===== src/rtl/stream_pkg.sv =====
// Shared types and widths for the StreamBus sink.
package stream_pkg;

  typedef enum logic {ACCEPT, STALL} sink_state_t;

  localparam int BEAT_CNT_W = 16;
  localparam int ERR_CNT_W  = 8;

endpackage


===== src/rtl/stream_bus_if.sv =====
// StreamBus valid/ready link carrying clock and reset alongside the payload.
interface StreamBus #(
  parameter int DW = 8
) (
  input logic clk,
  input logic rst
);

  logic          valid;
  logic          ready;
  logic [DW-1:0] data;

  modport Master (input clk, input rst, input ready, output valid, output data);
  modport Slave  (input clk, input rst, input valid, input data, output ready);

endinterface


===== src/rtl/stream_sink_counter.sv =====
// Modulo-N counter with clock enable; tc flags the enabled cycle that wraps to zero.
module stream_sink_counter #(
  parameter int N = 4
) (
  input  logic clk,
  input  logic rst,
  input  logic ce,
  output logic tc
);

  localparam int W = (N > 1) ? $clog2(N) : 1;
  localparam logic [W-1:0] LAST = W'(N - 1);

  logic [W-1:0] count_q, count_d;

  always_comb begin
    tc      = ce && (count_q == LAST);
    count_d = count_q;
    if (ce) begin
      count_d = (count_q == LAST) ? '0 : count_q + 1'b1;
    end
  end

  always_ff @(posedge clk or posedge rst) begin
    if (rst) begin
      count_q <= '0;
    end else begin
      count_q <= count_d;
    end
  end

endmodule


===== src/rtl/stream_sink.sv =====
// StreamBus consumer with fixed post-accept backpressure and a modulo-N sequence checker.
module stream_sink
  import stream_pkg::*;
#(
  parameter int N    = 10,
  parameter int HOLD = 0,
  parameter int DW   = 8
) (
  StreamBus.Slave                 bus,
  output logic [DW-1:0]           last_data,
  output logic [BEAT_CNT_W-1:0]   beat_cnt,
  output logic [ERR_CNT_W-1:0]    err_cnt,
  output logic                    err,
  output logic                    synced
);

  localparam logic [DW-1:0] LAST_VAL = DW'(N - 1);

  sink_state_t state_q, state_d;
  logic        ready_q, ready_d;
  logic        accept;
  logic        hold_done;

  logic [DW-1:0]         last_data_q, last_data_d;
  logic [DW-1:0]         expected_q, expected_d;
  logic [BEAT_CNT_W-1:0] beat_cnt_q, beat_cnt_d;
  logic [ERR_CNT_W-1:0]  err_cnt_q, err_cnt_d;
  logic                  err_q, err_d;
  logic                  synced_q, synced_d;

  // ready comes straight from a flop, so valid never reaches it combinationally
  assign accept    = bus.valid && ready_q;
  assign bus.ready = ready_q;

  generate
    if (HOLD > 0) begin : g_hold
      stream_sink_counter #(.N(HOLD)) u_hold (
        .clk (bus.clk),
        .rst (bus.rst),
        .ce  (state_q == STALL),
        .tc  (hold_done)
      );
    end else begin : g_no_hold
      assign hold_done = 1'b1;
    end
  endgenerate

  always_comb begin
    state_d = state_q;
    case (state_q)
      ACCEPT:  if (accept && (HOLD > 0)) state_d = STALL;
      STALL:   if (hold_done) state_d = ACCEPT;
      default: state_d = ACCEPT;
    endcase
    ready_d = (state_d == ACCEPT);
  end

  always_ff @(posedge bus.clk or posedge bus.rst) begin
    if (bus.rst) begin
      state_q <= ACCEPT;
      ready_q <= 1'b1;
    end else begin
      state_q <= state_d;
      ready_q <= ready_d;
    end
  end

  // Expected value follows whatever was received, so one bad beat costs one error
  always_comb begin
    last_data_d = last_data_q;
    expected_d  = expected_q;
    beat_cnt_d  = beat_cnt_q;
    err_cnt_d   = err_cnt_q;
    err_d       = 1'b0;
    synced_d    = synced_q;
    if (accept) begin
      last_data_d = bus.data;
      beat_cnt_d  = beat_cnt_q + 1'b1;
      expected_d  = (bus.data >= LAST_VAL) ? '0 : bus.data + 1'b1;
      if (!synced_q) begin
        synced_d = 1'b1;
      end else if (bus.data != expected_q) begin
        err_d = 1'b1;
        if (err_cnt_q != '1) begin
          err_cnt_d = err_cnt_q + 1'b1;
        end
      end
    end
  end

  always_ff @(posedge bus.clk or posedge bus.rst) begin
    if (bus.rst) begin
      last_data_q <= '0;
      expected_q  <= '0;
      beat_cnt_q  <= '0;
      err_cnt_q   <= '0;
      err_q       <= 1'b0;
      synced_q    <= 1'b0;
    end else begin
      last_data_q <= last_data_d;
      expected_q  <= expected_d;
      beat_cnt_q  <= beat_cnt_d;
      err_cnt_q   <= err_cnt_d;
      err_q       <= err_d;
      synced_q    <= synced_d;
    end
  end

  assign last_data = last_data_q;
  assign beat_cnt  = beat_cnt_q;
  assign err_cnt   = err_cnt_q;
  assign err       = err_q;
  assign synced    = synced_q;

endmodule

===== src/flat_wrapper.sv =====
// flat-port wrapper written by rule: the top's interface ports become plain ports
module stream_sink_flat import stream_pkg::*;
#(
  parameter int N    = 10,
  parameter int HOLD = 0,
  parameter int DW   = 8
)
  (last_data, beat_cnt, err_cnt, err, synced, clk, rst, bus_valid, bus_data, bus_ready);
  StreamBus #(.DW(DW)) bus_i (.clk(clk), .rst(rst));
  output logic [DW-1:0] last_data;
  output logic [BEAT_CNT_W-1:0] beat_cnt;
  output logic [ERR_CNT_W-1:0] err_cnt;
  output logic err;
  output logic synced;
  input wire logic clk;
  input wire logic rst;
  input wire logic [$bits(bus_i.valid)-1:0] bus_valid;
  input wire logic [$bits(bus_i.data)-1:0] bus_data;
  output wire logic [$bits(bus_i.ready)-1:0] bus_ready;
  assign bus_i.valid = bus_valid;
  assign bus_i.data = bus_data;
  assign bus_ready = bus_i.ready;
  stream_sink #(.N(N), .HOLD(HOLD), .DW(DW)) u_core (.bus(bus_i), .last_data(last_data), .beat_cnt(beat_cnt), .err_cnt(err_cnt), .err(err), .synced(synced));
endmodule

===== config.mk =====
export PLATFORM = sky130hd
export DESIGN_NAME = stream_sink_flat
export DESIGN_NICKNAME = d
export VERILOG_FILES = /design/src/rtl/stream_pkg.sv /design/src/rtl/stream_bus_if.sv /design/src/rtl/stream_sink_counter.sv /design/src/rtl/stream_sink.sv /design/src/flat_wrapper.sv
export SDC_FILE = /design/constraint.sdc
export NUM_CORES = 1
export LEC_CHECK = 0
export BUFFER_PORTS_ARGS = -buffer_cell sky130_fd_sc_hd__buf_2
export CAP_MARGIN = 20
export CORE_UTILIZATION = 45
export DETAILED_ROUTE_END_ITERATION = 7
export PLACE_DENSITY = 0.65
export SYNTH_ARGS = -nofsm -noshare
export SYNTH_HDL_FRONTEND = slang
export SYNTH_HIERARCHICAL = 1
export SYNTH_SLANG_ARGS = --single-unit

===== constraint.sdc =====
create_clock -name clk -period 4.9 [get_ports clk]
set_input_delay 0.98 -clock clk [delete_from_list [all_inputs] [get_ports clk]]
set_output_delay 0.98 -clock clk [all_outputs]
set_load 0.02 [all_outputs]

==> results list <==
- Run status: finished clean
* Share of cells above drive strength 1: 32.5%
* Clock tree from TritonCTS: built
- The cell area that synthesis handed to floorplanning was 0.00188 mm^2.
* Average instance area after synthesis: 12.1 um^2
* Setup violators final: 0
* Switching Share: 33.7%
* Remaining antenna violation count: 0
- Arrival time of the worst setup path: 2390 ps
- For this block, the initial DRC count from the detailed router was 84.
- Fin crit share: 45.3%
- Counting cells, the worst reg-to-reg path comes to 5.
* Number of clock sinks: 42
* Worst hold slack: 478 ps
- The worst pin sits at a relative slew slack of 66.6%.
- # H-tree levels: 2
- Met3 Use GR: 5.48%
- The clock reaches the later pin of the worst-skew pair after 280 ps.
- After global routing the overflow that remains totals 0.
- Detailed-router iteration count before antenna repair: 6
- Height of the die: 66.6 um
- Of the total power, the clock network draws 26.3%.
- Critical path endpoint category: flop
* Number of placed I/O pins: 46
* Synth warnings: 6
- Total global routing track utilization: 17.7%
* CTS Buf Count: 5
- After routing, the total negative slack on setup checks comes to 0 ps.
- Max-cap violations in this run came to 0.
* Highest achievable clock rate: 451 MHz
- Number of buffers inserted by hold repair at cts: 0
- The final hold violation count is 0.
- The floorplan has 23 rows.
* Power density over the cells: 457 mW/mm^2
* Via count of the routed design: 1294
- The first global-routing pass estimated 5.84 mm of wire.
* Count of unique library cells instantiated by Yosys: 28
- The total area inside the core boundary comes to 0.00400 mm^2.
* P_leak: 0.00111 uW
- By area the synthesized netlist is led by dfrtp_1 56%, xnor2_1 8.4%, xor2_1 6.5%.
* Detailed-route DRC error count: 0
- Maximum root-to-sink buffer count: 2
* Routability-driven placement congestion ratio: 0.815
- Top cell type by total area after synthesis: dfrtp_1
* Vias in the first global route: 1333
- Critical path class: in2reg
- Critical Path Fanout Max: 26
- Fraction of power consumed by combinational cells: 26.8%
- Counting I/O delays and the setup requirement, the final critical path takes 2220 ps.
* Required time of the worst setup path: 5070 ps
- Share of the synthesized area in the top cell type: 56.0%
- In the global route stage, met2 resource usage came out at 28.9%.
* WL final: 3.45 mm
- The final layout contains 219 nets.
* Number of synthesized register bits: 42
- Tot Pwr: 1030 uW
* Net count after synthesis: 171
- Post-CTS Setup Repair Bufs: 0
- After clock tree synthesis, the repair step resized 0 gates.
- Transition time at the pin with the least slew margin: 497 ps
* Switching Power: 347 uW
- Count of mapped cells out of synthesis: 155
- The initial utilization of the core area, before any placement, comes to 46.9%.
* Met1 global-route usage: 21.8%
- Port buffering added 44 buffers.
- The initial antenna violation count is 0.
* Layout overhead on the synthesized area: 20.4%
* Final Max Tran Viols: 0
- Area of the die: 0.00443 mm^2
- Routed WL per cell: 13.6 um
- IR analysis of the VDD net gives a maximum drop of 0.437 mV.
- 0 antenna diodes ended up in the layout.
- Worst hold path stage count: 1
- Between clock sinks in the finished design, the worst skew comes to 6.49 ps.
* Final worst-path setup slack: 2680 ps
- Root Driver: clkbuf_8
- For this run, the register share of the synthesized area comes to 56.0%.
* Pre-CTS WS: 2390 ps
- After clock tree synthesis, the clock-pin slew on the worst setup and hold paths is 70 ps.
* HPWL after DPL: 2.51 mm
- Highest-utilization routing layer at the global route stage: met2
* Setup repair after global routing missed its margin: no
* Power share of the sequential group: 46.9%
- Die width: 66.6 um
- The tightest min-delay check is of the reg2reg type.
- Internal Power: 684 uW
- Via density per instance: 5.11
* Startpoint type of the worst setup path: input port
- Pin count of the biggest net entering global routing: 43
-- cells by family after synthesis --
logic type,after synthesis,share of synthesized area [%]
AO/OA/AOI/OAI,6,2.67
multiplexers,10,6.00
XOR/XNOR,32,14.9
flip-flops,42,56.0
AND/OR/NAND/NOR,47,14.1
other,1,0.200
adder cells (fa/ha/maj),5,3.34
buffers and inverters,12,2.67
-- layout make-up --
cell class	instances	area, um^2
Clock inverter	1	30.0
Timing Repair Buffer	45	228
Fill cell	361	1740
Inverter	8	30.0
Clock buffer	6	82.6
Multi-Input combinational cell	101	774
Sequential cell	42	1050
Tap cell	50	62.6
-- critical path, cell delays in order --
cell and delay [ps]:
buf_2 390, nand4_1 200, nor3_1 480, nand4_1 180, xnor2_1 160
-- power by group through the flow --
stage               registers, uW  clock network [uW]  logic, uW
floorplan                     554                   0        109
global route                  497                 292        305
CTS                           485                 281        279
detailed placement            491                   0        279
global placement              485                   0        271
finish                        484                 272        276
-- flip-flops by register name (all words and copies together) (netlist names) --
| signal | count |
|---|---|
| u_core/synced | 1 |
| u_core/err | 1 |
| u_core/beat_cnt | 16 |
| u_core/err_cnt | 8 |
| u_core/last_data | 8 |
| u_core/expected_q | 8 |
-- synth_stat cells --
library cell / number
clkbuf_1: 1
inv_1: 8
a211oi_4: 1
a21oi_1: 1
o22ai_1: 4
xor2_1: 14
nor3_1: 1
nand3_1: 10
conb_1: 1
nor2b_1: 4
buf_4: 1
nor2_1: 4
and4_1: 2
nor4_1: 1
xnor2_1: 18
mux2_2: 9
ha_1: 5
dfrtp_1: 42
mux2_1: 1
or2_2: 1
and4_4: 1
and2_0: 1
nand2_1: 11
and3_1: 3
buf_1: 1
nor4_2: 2
nand4_1: 6
buf_2: 1
-- per-layer routing --
metal  wire (um)  vias up
met5           0        -
met2        1750       42
met3         167        2
met4           8        0
met1        1520      638
li1            -      612
-- cells in the final DEF (no fill, tap or decap) --
cell type | synthesis | layout
a211oi_4 | 1 | 1
a21oi_1 | 1 | 1
and2_0 | 1 | 1
and3_1 | 3 | 3
and4_1 | 2 | 2
and4_4 | 1 | 1
buf_2 | 1 | 44
buf_4 | 1 | 1
bufinv_16 | 0 | 1
clkbuf_8 | 0 | 6
conb_1 | 1 | 1
dfrtp_1 | 42 | 42
ha_1 | 5 | 5
inv_1 | 8 | 8
mux2_1 | 1 | 1
mux2_2 | 9 | 9
nand2_1 | 11 | 11
nand3_1 | 10 | 10
nand4_1 | 6 | 6
nor2_1 | 4 | 4
nor2b_1 | 4 | 4
nor3_1 | 1 | 1
nor4_1 | 1 | 1
nor4_2 | 2 | 2
o22ai_1 | 4 | 4
or2_2 | 1 | 1
xnor2_1 | 18 | 18
xor2_1 | 14 | 14
-- stage by stage --
step,instance area (um^2),cells,utilization [%]
CTS,2260,253,56.5
finish,2260,253,56.5
floorplan,1880,155,-
global placement,2150,246,53.6
detailed placement,2150,246,53.6
global route,2260,253,56.5
-- final timing paths --
check | end | from | slack, ps
worst max-delay path | u_core/beat_cnt[15] | bus_valid | 2680
worst min register to register | u_core/beat_cnt[15] | u_core/beat_cnt[15] | 480
min in group asynchronous | u_core/beat_cnt[11] | rst | 810
worst max register to register | u_core/err_cnt[1] | u_core/err_cnt[0] | 3030
worst min-delay path | u_core/beat_cnt[15] | u_core/beat_cnt[15] | 480
max in group asynchronous | u_core/last_data[2] | rst | 3730
(Power assumes the default switching activity.)
